==> config.mk <==
export PLATFORM = sky130hd
export DESIGN_NAME = out_port_capture_flat
export DESIGN_NICKNAME = d
export VERILOG_FILES = /design/src/rtl/io_capture_pkg.sv /design/src/rtl/out_port_capture_if.sv /design/src/rtl/sync_fifo.sv /design/src/rtl/out_port_capture.sv /design/src/flat_wrapper.sv
export SDC_FILE = /design/constraint.sdc
export NUM_CORES = 1
export LEC_CHECK = 0
export CORE_MARGIN = 10
export CORE_UTILIZATION = 45
export CTS_CLUSTER_SIZE = 16
export DETAILED_ROUTE_END_ITERATION = 10
export PLACE_DENSITY = 0.67
export SYNTH_ARGS = -nofsm -noshare
export SYNTH_HDL_FRONTEND = slang
export SYNTH_SLANG_ARGS = --single-unit
==> constraint.sdc <==
create_clock -name clk -period 2.8 [get_ports clk]
set_input_delay 0.28 -clock clk [delete_from_list [all_inputs] [get_ports clk]]
set_output_delay 0.28 -clock clk [all_outputs]
set_load 0.02 [all_outputs]
==> src/rtl/io_capture_pkg.sv <==
// rtl/io_capture_pkg.sv - shared constants for the output-port capture slice
package io_capture_pkg;

   localparam int         DATA_W_DEF = 8;
   localparam int         DEPTH_DEF  = 8;
   localparam logic [7:0] DROP_MAX   = 8'hFF;

   typedef enum logic [1:0] {
      FIFO_IDLE = 2'b00,
      FIFO_POP  = 2'b01,
      FIFO_PUSH = 2'b10,
      FIFO_BOTH = 2'b11
   } fifo_op_e;

   function automatic logic [7:0] sat_inc8(input logic [7:0] v);
      return (v == DROP_MAX) ? v : v + 8'd1;
   endfunction

endpackage

==> src/rtl/out_port_capture_if.sv <==
// rtl/out_port_capture_if.sv - valid/ready drain port for captured output values
interface out_port_capture_if
   import io_capture_pkg::*;
#(
   parameter int DATA_W = DATA_W_DEF
);

   logic              m_valid;
   logic              m_ready;
   logic [DATA_W-1:0] m_data;

   modport master (
      output m_valid,
      output m_data,
      input  m_ready
   );

   modport slave (
      input  m_valid,
      input  m_data,
      output m_ready
   );

endinterface

==> src/rtl/sync_fifo.sv <==
// rtl/sync_fifo.sv - single-clock FIFO with occupancy count; head read from memory at registered rd_ptr
module sync_fifo
   import io_capture_pkg::*;
#(
   parameter int DEPTH = DEPTH_DEF,
   parameter int W     = DATA_W_DEF,
   localparam int AW   = $clog2(DEPTH),
   localparam int CW   = AW + 1
) (
   input  logic          clk,
   input  logic          rst,
   input  logic          push_i,
   input  logic          pop_i,
   input  logic [W-1:0]  wdata_i,
   output logic [W-1:0]  rdata_o,
   output logic [CW-1:0] count_o,
   output logic          full_o,
   output logic          empty_o
);

   logic [W-1:0]  mem_q [DEPTH];
   logic [AW-1:0] wr_ptr_q, wr_ptr_d;
   logic [AW-1:0] rd_ptr_q, rd_ptr_d;
   logic [CW-1:0] count_q, count_d;
   logic          do_push;
   logic          do_pop;
   fifo_op_e      op;

   assign empty_o = (count_q == '0);
   assign full_o  = (count_q == CW'(DEPTH));
   assign count_o = count_q;
   assign rdata_o = mem_q[rd_ptr_q];

   // A push into a full FIFO is legal only when the head leaves in the same cycle.
   assign do_pop  = pop_i && !empty_o;
   assign do_push = push_i && (!full_o || do_pop);
   assign op      = fifo_op_e'({do_push, do_pop});

   always_comb begin
      wr_ptr_d = wr_ptr_q;
      rd_ptr_d = rd_ptr_q;
      count_d  = count_q;
      case (op)
         FIFO_PUSH: begin
            wr_ptr_d = wr_ptr_q + AW'(1);
            count_d  = count_q + CW'(1);
         end
         FIFO_POP: begin
            rd_ptr_d = rd_ptr_q + AW'(1);
            count_d  = count_q - CW'(1);
         end
         FIFO_BOTH: begin
            wr_ptr_d = wr_ptr_q + AW'(1);
            rd_ptr_d = rd_ptr_q + AW'(1);
         end
         default: ;
      endcase
   end

   always_ff @(posedge clk) begin
      if (rst) begin
         wr_ptr_q <= '0;
         rd_ptr_q <= '0;
         count_q  <= '0;
      end else begin
         wr_ptr_q <= wr_ptr_d;
         rd_ptr_q <= rd_ptr_d;
         count_q  <= count_d;
      end
   end

   always_ff @(posedge clk) begin
      if (!rst && do_push) begin
         mem_q[wr_ptr_q] <= wdata_i;
      end
   end

endmodule

==> src/rtl/out_port_capture.sv <==
// rtl/out_port_capture.sv - records every change of the processor output port into a drainable FIFO
// with sticky halt/overflow flags and a saturating dropped-value count.
module out_port_capture
   import io_capture_pkg::*;
#(
   parameter int DEPTH  = DEPTH_DEF,
   parameter int DATA_W = DATA_W_DEF
) (
   input  logic                   clk,
   input  logic                   rst,
   input  logic [DATA_W-1:0]      out_port,
   input  logic                   hlt,
   out_port_capture_if.master     m,
   output logic [$clog2(DEPTH):0] count,
   output logic                   overflow,
   output logic [7:0]             drop_cnt,
   output logic                   halted
);

   localparam int CW = $clog2(DEPTH) + 1;

   logic [DATA_W-1:0] prev_q;
   logic              halted_q, halted_d;
   logic              overflow_q, overflow_d;
   logic [7:0]        drop_cnt_q, drop_cnt_d;

   logic              change;
   logic              pop;
   logic              drop;
   logic              fifo_full;
   logic              fifo_empty;
   logic [DATA_W-1:0] fifo_rdata;
   logic [CW-1:0]     fifo_count;

   // The halt latch gates capture only from the cycle after hlt is seen.
   assign change = (out_port != prev_q) && !halted_q;
   assign pop    = !fifo_empty && m.m_ready;
   assign drop   = change && fifo_full && !pop;

   sync_fifo #(
      .DEPTH (DEPTH),
      .W     (DATA_W)
   ) u_fifo (
      .clk     (clk),
      .rst     (rst),
      .push_i  (change),
      .pop_i   (pop),
      .wdata_i (out_port),
      .rdata_o (fifo_rdata),
      .count_o (fifo_count),
      .full_o  (fifo_full),
      .empty_o (fifo_empty)
   );

   always_comb begin
      halted_d   = halted_q | hlt;
      overflow_d = overflow_q | drop;
      drop_cnt_d = drop ? sat_inc8(drop_cnt_q) : drop_cnt_q;
   end

   always_ff @(posedge clk) begin
      if (rst) begin
         prev_q     <= '0;
         halted_q   <= 1'b0;
         overflow_q <= 1'b0;
         drop_cnt_q <= '0;
      end else begin
         prev_q     <= out_port;
         halted_q   <= halted_d;
         overflow_q <= overflow_d;
         drop_cnt_q <= drop_cnt_d;
      end
   end

   assign m.m_valid = !fifo_empty;
   assign m.m_data  = fifo_rdata;
   assign count     = fifo_count;
   assign overflow  = overflow_q;
   assign drop_cnt  = drop_cnt_q;
   assign halted    = halted_q;

endmodule

==> src/flat_wrapper.sv <==
// flat-port wrapper written by rule: the top's interface ports become plain ports
module out_port_capture_flat import io_capture_pkg::*;
#(
   parameter int DEPTH  = DEPTH_DEF,
   parameter int DATA_W = DATA_W_DEF
)
  (clk, rst, out_port, hlt, count, overflow, drop_cnt, halted, m_m_valid, m_m_data, m_m_ready);
  out_port_capture_if #(.DATA_W(DATA_W)) m_i ();
  input  logic clk;
  input  logic rst;
  input  logic [DATA_W-1:0] out_port;
  input  logic hlt;
  output logic [$clog2(DEPTH):0] count;
  output logic overflow;
  output logic [7:0] drop_cnt;
  output logic halted;
  output wire logic [$bits(m_i.m_valid)-1:0] m_m_valid;
  output wire logic [$bits(m_i.m_data)-1:0] m_m_data;
  input wire logic [$bits(m_i.m_ready)-1:0] m_m_ready;
  assign m_m_valid = m_i.m_valid;
  assign m_m_data = m_i.m_data;
  assign m_i.m_ready = m_m_ready;
  out_port_capture #(.DEPTH(DEPTH), .DATA_W(DATA_W)) u_core (.clk(clk), .rst(rst), .out_port(out_port), .hlt(hlt), .m(m_i), .count(count), .overflow(overflow), .drop_cnt(drop_cnt), .halted(halted));
endmodule
==> summary.txt, run 1 <==
Status
  – Status: finished, final reports clean

Route
  – DR iter-0 viols: 120
  – Detail Route Antenna Nets: 0
  – Met1 wire length: 3.305 mm
  – Vias/cell: around 5.2
  – Drc violations: 0
  – Routed wire length: ~7.2 mm
  – WL met2: 3.384 mm
  – Drt wl/cell: 17.31 um
  – DR WL met3: approximately 480 um
  – Vias: about 2200
  – Highest Signal Layer: met4
  – DR pass1 iterations: 4

Timing
  – Fmax: 378.0 MHz
  – Clock Skew: approximately 7.5 ps
  – Slew @ Worst Pin: approximately 540 ps
  – Setup TNS: 0 ps
  – Final setup fails: 0
  – RSZ-0062 raised after global routing: false
  – Slew Viols, Final: 0
  – Final hold viol count: 0
  – Min Tclk post-route: 2646 ps
  – Period utilization: a little over nine tenths
  – Hold Slack: around 480 ps
  – Headroom to the max-slew limit: ~64%

CTS
  – Hold-fix buffers, CTS: 0
  – Max Buffers Root-to-Sink: 2
  – TritonCTS buffer count: 9
  – Total clock sinks: 95
  – Clock Latency Late Sink: approximately 360 ps
  – Post-CTS Setup Bufs: 0
  – Worst-path clk slew: 100 ps
  – Root Buffer Master: clkbuf_8
  – CTS tree: done
  – CTS resizes: 0
  – H-tree depth: 3

Place
  – GPL Wtd Cong: roughly 0.79
  – Detailed placer's ending HPWL: 4.864 mm
  – # port buffers: 34

Synthesis
  – Top cells by area, synth: edfxtp_1 (50%), dfxtp_1 (16%), mux4_2 (9.3%)
  – Post-Syn Nets: around 260
  – Top_reg_cell synth: edfxtp_1
  – Cell taking the most area after synthesis: edfxtp_1
  – Synthesis-stage register bit count: 95
  – Async SR Flop Fraction: 0%
  – Syn Inst Count: ~240
  – Syn Area/Cell: 15.98 sq um
  – Netlist Area Pre-Place: ~3900 sq um
  – Sequential fraction of the synthesis area: 65.49%
  – Yosys warning count: 0
  – Post-synth EDFFs: 64
  – Synth top area share: between 40% and 50%
  – Netlist cell types: 44

Finish
  – Layout area overhead: 22.27%
  – Final nets: 326
  – N_diodes: 0
  – Share of layout cells above drive strength 1: 26.52%
  – Number of fillers in the final layout: approximately 660

Critical path
  – Worst path slowest cell: mux4_2
  – Critical path cell sequence: buf_4 -> mux4_2 -> mux2_2 -> clkdlybuf4s50_1
  – CP Class: register to output port
  – CP required: 2520 ps
  – Largest stage delay on the critical path: roughly 540 ps
  – Crit path DAT: about 2400 ps
  – Startpoint Class: register
  – CP endpoint kind: output port
  – Crit path max fanout: 16

Floorplanning
  – Core ar.: 8299 sq um
  – DIE WIDTH: roughly 110 um
  – Io pins: 35
  – Starting Density: 46.78%
  – Row cnt: 33
  – Total Die Area: 12740 sq um
  – Die height: around 110 um

Global routing
  – First-pass GRT wire length: between 10 and 15 mm
  – Largest net degree at the start of global routing: 31
  – Vias in the first global route: 2311
  – GRT Resource Usage Total: roughly an eighth
  – Grt ovf: 0
  – Initial antenna violation count: 0

Power and ir drop
  – Switching pwr: ~1.1 mW
  – Worst VDD drop: 0.6136 mV
  – Sequential power share: around 45%
  – P per Cell Area: approximately 770 nW/um^2
  – Logic pwr share: 29.4%
  – Clock share of power: approximately a quarter
  – Cell-internal power: approximately 2.6 mW
  – Net Sw Frac: between 20% and 30%
  – LEAKAGE: 1.657 nW

Run
  – Max-cap viol count: 0

Hold path
  – Min-Delay Path Class: input pin to register
==> cell type report <==
type | count | area, sq um | share of cell area (%)
Inverter | 3 | 11.26 | 0.2372
Sequential cell | 95 | 2542 | 53.56
Timing Repair Buffer | 63 | 558.0 | 11.76
Multi-Input combinational cell | 136 | 1291 | 27.20
Tap cell | 105 | 131.4 | 2.768
Clock buffer | 9 | 123.9 | 2.609
Clock inverter | 7 | 88.84 | 1.871
==> worst max-delay path, delay by kind of cell (launching register included) <==
family / cells / cell delay (ps)
buf+inv: 2 / 850
flops: 1 / 320
mux: 2 / 820
==> worst paths after layout <==
| kind | start | end | slack (ps) | cells past startpoint |
|---|---|---|---|---|
| min reg2reg | u_core.overflow$_SDFF_PP0_ | u_core.overflow$_SDFF_PP0_ | 490 | 2 |
| min | hlt | u_core.halted$_SDFF_PP0_ | 480 | 3 |
| max reg2reg | u_core.u_fifo.count_o[3]$_SDFFE_PP0P_ | u_core.u_fifo.count_o[3]$_SDFFE_PP0P_ | 210 | 9 |
| max | register | m_m_data[1] | 150 | 4 |
==> Yosys cell counts, types with 2 or more instances <==
cell type	count
nand2_1	8
clkbuf_1	5
nand4_1	3
inv_1	3
ha_1	5
nor2b_1	9
mux2_2	8
mux2i_1	2
nor3_1	4
xor2_1	16
edfxtp_1	64
and3_1	2
nor2_1	25
a21oi_1	4
dfxtp_1	31
and4_1	2
buf_2	2
xnor2_1	4
nand3_1	5
nor4_4	2
mux4_2	16
==> power by group through the flow <==
stage | clock [mW] | combinational, mW | sequential [mW]
2_1_floorplan | 0 | 0.695 | 1.72
3_3_place_gp | 0 | 1.09 | 1.68
3_5_place_dp | 0 | 1.09 | 1.68
4_1_cts | 0.972 | 1.10 | 1.65
5_1_grt | 1.03 | 1.18 | 1.66
6_report | 0.945 | 1.08 | 1.65
==> cells in the final DEF (no fill, tap or decap), drive strengths merged, types with 10 or more instances in the layout <==
cell type and instances:
nand2 10, edfxtp 64, xor2 16, clkdlybuf4s50 34
nor2 26, buf 29, dfxtp 31, mux4 16
==> registers in the layout, summed over array words and instances (netlist names), named ones only <==
register	flops
u_core.overflow	1
u_core.drop_cnt	8
u_core.u_fifo.rd_ptr_q	3
u_core.u_fifo.wr_ptr_q	3
u_core.u_fifo.mem_q	64
u_core.halted	1
u_core.u_fifo.count_o	4
u_core.prev_q	8
==> kinds of logic (layout without fill, tap and decap cells) <==
group,Yosys count,in the layout,synth area share (%)
buf+inv,12,82,1.418
fa+ha+maj,6,6,2.127
simple gates,71,71,10.64
xor+xnor,20,20,4.512
compound gates,11,11,2.836
flops,95,95,65.49
mux,28,28,12.99
==> per-stage QoR <==
| stage | power [mW] | utilization, % | setup slack, ps | std cells | cell area, sq um |
|---|---|---|---|---|---|
| floorplan | 2.412 | - | 289.8 | 243 | 3882 |
| global placement | 2.761 | 54.64 | 69.79 | 402 | 4534 |
| detailed placement | 2.769 | 54.64 | 2.770 | 402 | 4534 |
| CTS | 3.717 | 57.20 | 111.7 | 418 | 4747 |
| global route | 3.872 | 57.20 | 6.608 | 418 | 4747 |
| finish | 3.669 | 57.20 | 154.4 | 418 | 4747 |
==> layer usage <==
| layer | vias up | track usage [%] |
|---|---|---|
| li1 | 1039 | - |
| met1 | 1063 | 15.08 |
| met2 | 47 | 18.70 |
| met3 | 6 | 4.437 |
| met4 | 0 | 4.061 |
| met5 | - | 0 |
Note: power is estimated with default switching activity, not from simulation.
==> inputs of run 2 (changes only) <==
--- a/config.mk
+++ b/config.mk
@@ -9,7 +9,8 @@
 export CORE_UTILIZATION = 45
 export CTS_CLUSTER_SIZE = 16
 export DETAILED_ROUTE_END_ITERATION = 10
-export PLACE_DENSITY = 0.67
+export DONT_BUFFER_PORTS = 1
+export PLACE_DENSITY = 0.62
 export SYNTH_ARGS = -nofsm -noshare
 export SYNTH_HDL_FRONTEND = slang
 export SYNTH_SLANG_ARGS = --single-unit
==> constraint.sdc (replaced) <==
create_clock -name clk -period 2.9 [get_ports clk]
set_input_delay 0.29 -clock clk [delete_from_list [all_inputs] [get_ports clk]]
set_output_delay 0.29 -clock clk [all_outputs]
set_load 0.02 [all_outputs]
==> run 2 against run 1 <==
Net effect: non-clock buffer count shrank 37; clock skew rose by 2.1 ps; via count down 4.2%; first-iteration DRC count fell by 20%; design area fell by 6.5%; hold slack got worse by 430 ps; critical endpoint is now u_core.u_fifo.count_o[3]$_SDFFE_PP0P_.
==> summary.txt, run 2 (synthesis gave the netlist of run 1 again) <==
Critical path
  – CP required: about 3200 ps
  – Worst Path Buf+Inv: 0
  – Most used cell, CP: a21oi_1
  – CP endpoint kind: register
  – Worst path slowest cell: nor4_4
  – Startpoint Class: register
  – Largest stage delay on the critical path: 490 ps
  – Critical path cell sequence: xor2_1 -> nor4_4 -> a21oi_4 -> nor2_4 -> ha_1 -> a21o_1 -> a21oi_1 -> a21oi_1 -> a22oi_2 -> mux2_1
  – CP Class: register to register
  – Crit path max fanout: 5
  – CP top delay family: compound AO/OA/AOI/OAI gates
  – Crit path DAT: approximately 2800 ps

Finish
  – Most frequent cells in the layout: edfxtp_1 (64), dfxtp_1 (31), nor2_1 (25)
  – N_diodes: 0
  – Commonest non-fill, non-tap cell in the layout: edfxtp_1
  – Final nets: ~290
  – Share of layout cells above drive strength 1: about a quarter
  – Max FFs per register: 64
  – Largest Register: u_core.u_fifo.mem_q
  – Layout area overhead: 14.31%

Floorplanning
  – Row cnt: 33
  – Starting Density: between 40% and 50%
  – DIE WIDTH: approximately 110 um
  – Die height: between 100 and 150 um
  – Total Die Area: 12740 sq um
  – Core ar.: about 8300 sq um
  – Io pins: 35

Timing
  – Fmax: between 300 and 400 MHz
  – Slew Viols, Final: 0
  – Period utilization: roughly 88%
  – Headroom to the max-slew limit: ~28%
  – Setup TNS: 0 ps
  – Final setup fails: 0
  – Min Tclk post-route: about 2600 ps
  – Clock Skew: about 9.5 ps
  – Slew @ Worst Pin: ~1100 ps
  – RSZ-0062 raised after global routing: false
  – Final setup margin: around 350 ps
  – Final hold viol count: 0

Route
  – Detail Route Antenna Nets: 0
  – DR pass1 iterations: 4
  – Routed wire length: 7.605 mm
  – DR iter-0 viols: 96
  – Vias: 2065
  – Vias/cell: approximately 5.4
  – Drt wl/cell: approximately 20 um
  – Drc violations: 0

Power and ir drop
  – Net Sw Frac: between 20 and 30%
  – Cell-internal power: between 2 and 3 mW
  – Switching pwr: 0.9960 mW
  – Sequential power share: 45.2%
  – P per Cell Area: 789.4 nW/um^2
  – Logic pwr share: 25.7%
  – LEAKAGE: around 1.5 nW
  – Clock share of power: between 20% and 30%
  – Worst VDD drop: roughly 0.54 mV

CTS
  – Worst-path clk slew: about 80 ps
  – CTS tree: done
  – Total clock sinks: 95
  – Max Buffers Root-to-Sink: 2
  – TritonCTS buffer count: 9
  – H-tree depth: 3
  – Post-CTS Setup Bufs: 0
  – Clock Latency Late Sink: between 300 and 400 ps
  – Root Buffer Master: clkbuf_8

Global routing
  – First-pass GRT wire length: 11.87 mm
  – Largest net degree at the start of global routing: 29
  – Grt ovf: 0
  – Initial antenna violation count: 0
  – GRT Resource Usage Total: between 10% and 20%
  – Vias in the first global route: ~2100

Run
  – Max-cap viol count: 0

Place
  – DP Worst Slack: 339.0 ps
  – GPL Wtd Cong: about 0.71
  – Detailed placer's ending HPWL: between 4 and 5 mm
  – # port buffers: 0

Hold path
  – Min-Delay Path Class: input pin to register

Status
  – Status: finished, final reports clean
-- run 2: layer usage --
layer  part of all wire [%]  track usage, %  vias up  wire length, um
met5                      0               0        -                0
met4                    1.5           5.245        0              113
met3                    6.6           4.437       11              502
met2                     48           18.63       55             3685
met1                     43           14.76     1032             3303
li1                       -               -      967                -
-- run 2: per-stage QoR --
stage | util, % | area [sq um] | instances | hold WS (ps) | power [mW]
finish | 53.47 | 4438 | 381 | 46.68 | 3.503
global route | 53.47 | 4438 | 381 | 35.33 | 3.686
CTS | 52.51 | 4358 | 373 | 0.8547 | 3.537
detailed placement | 49.53 | 4110 | 356 | 367.0 | 2.511
global placement | 49.53 | 4110 | 356 | 364.4 | 2.503
floorplan | - | 3882 | 243 | 388.9 | 2.328
-- run 2: power groups by stage --
stage / clock [mW] / combinational, mW / sequential, mW
final: 1.02 / 0.899 / 1.58
after global routing: 1.11 / 0.979 / 1.59
after CTS: 1.05 / 0.906 / 1.59
after detailed placement: 0 / 0.894 / 1.62
after global placement: 0 / 0.888 / 1.61
after floorplan: 0 / 0.671 / 1.66
-- run 2: final timing paths --
check	start	endpoint	slack, ps	cells past startpoint
max reg2reg	u_core.prev_q[0]$_SDFF_PP0_	u_core.u_fifo.count_o[3]$_SDFFE_PP0P_	350	10
min reg2reg	u_core.u_fifo.rd_ptr_q[1]$_SDFFE_PP0N_	u_core.u_fifo.rd_ptr_q[1]$_SDFFE_PP0N_	490	2
max	u_core.prev_q[0]$_SDFF_PP0_	u_core.u_fifo.count_o[3]$_SDFFE_PP0P_	350	10
min	hlt	u_core.halted$_SDFF_PP0_	50	2
-- run 2: cell type report --
type	count	area (sq um)
Tap cell	105	131.4
Fill cell	695	3861
Clock inverter	5	106.4
Timing Repair Buffer	26	217.7
Sequential cell	95	2542
Clock buffer	11	131.4
Inverter	3	11.26
Multi-Input combinational cell	136	1297
-- run 2: repair_timing --
action                     in CTS  in global routing
gates resized for setup         0                  0
setup endpoints to repair       0                  0
hold buffers                    1                  8
hold endpoints to repair       30                 64
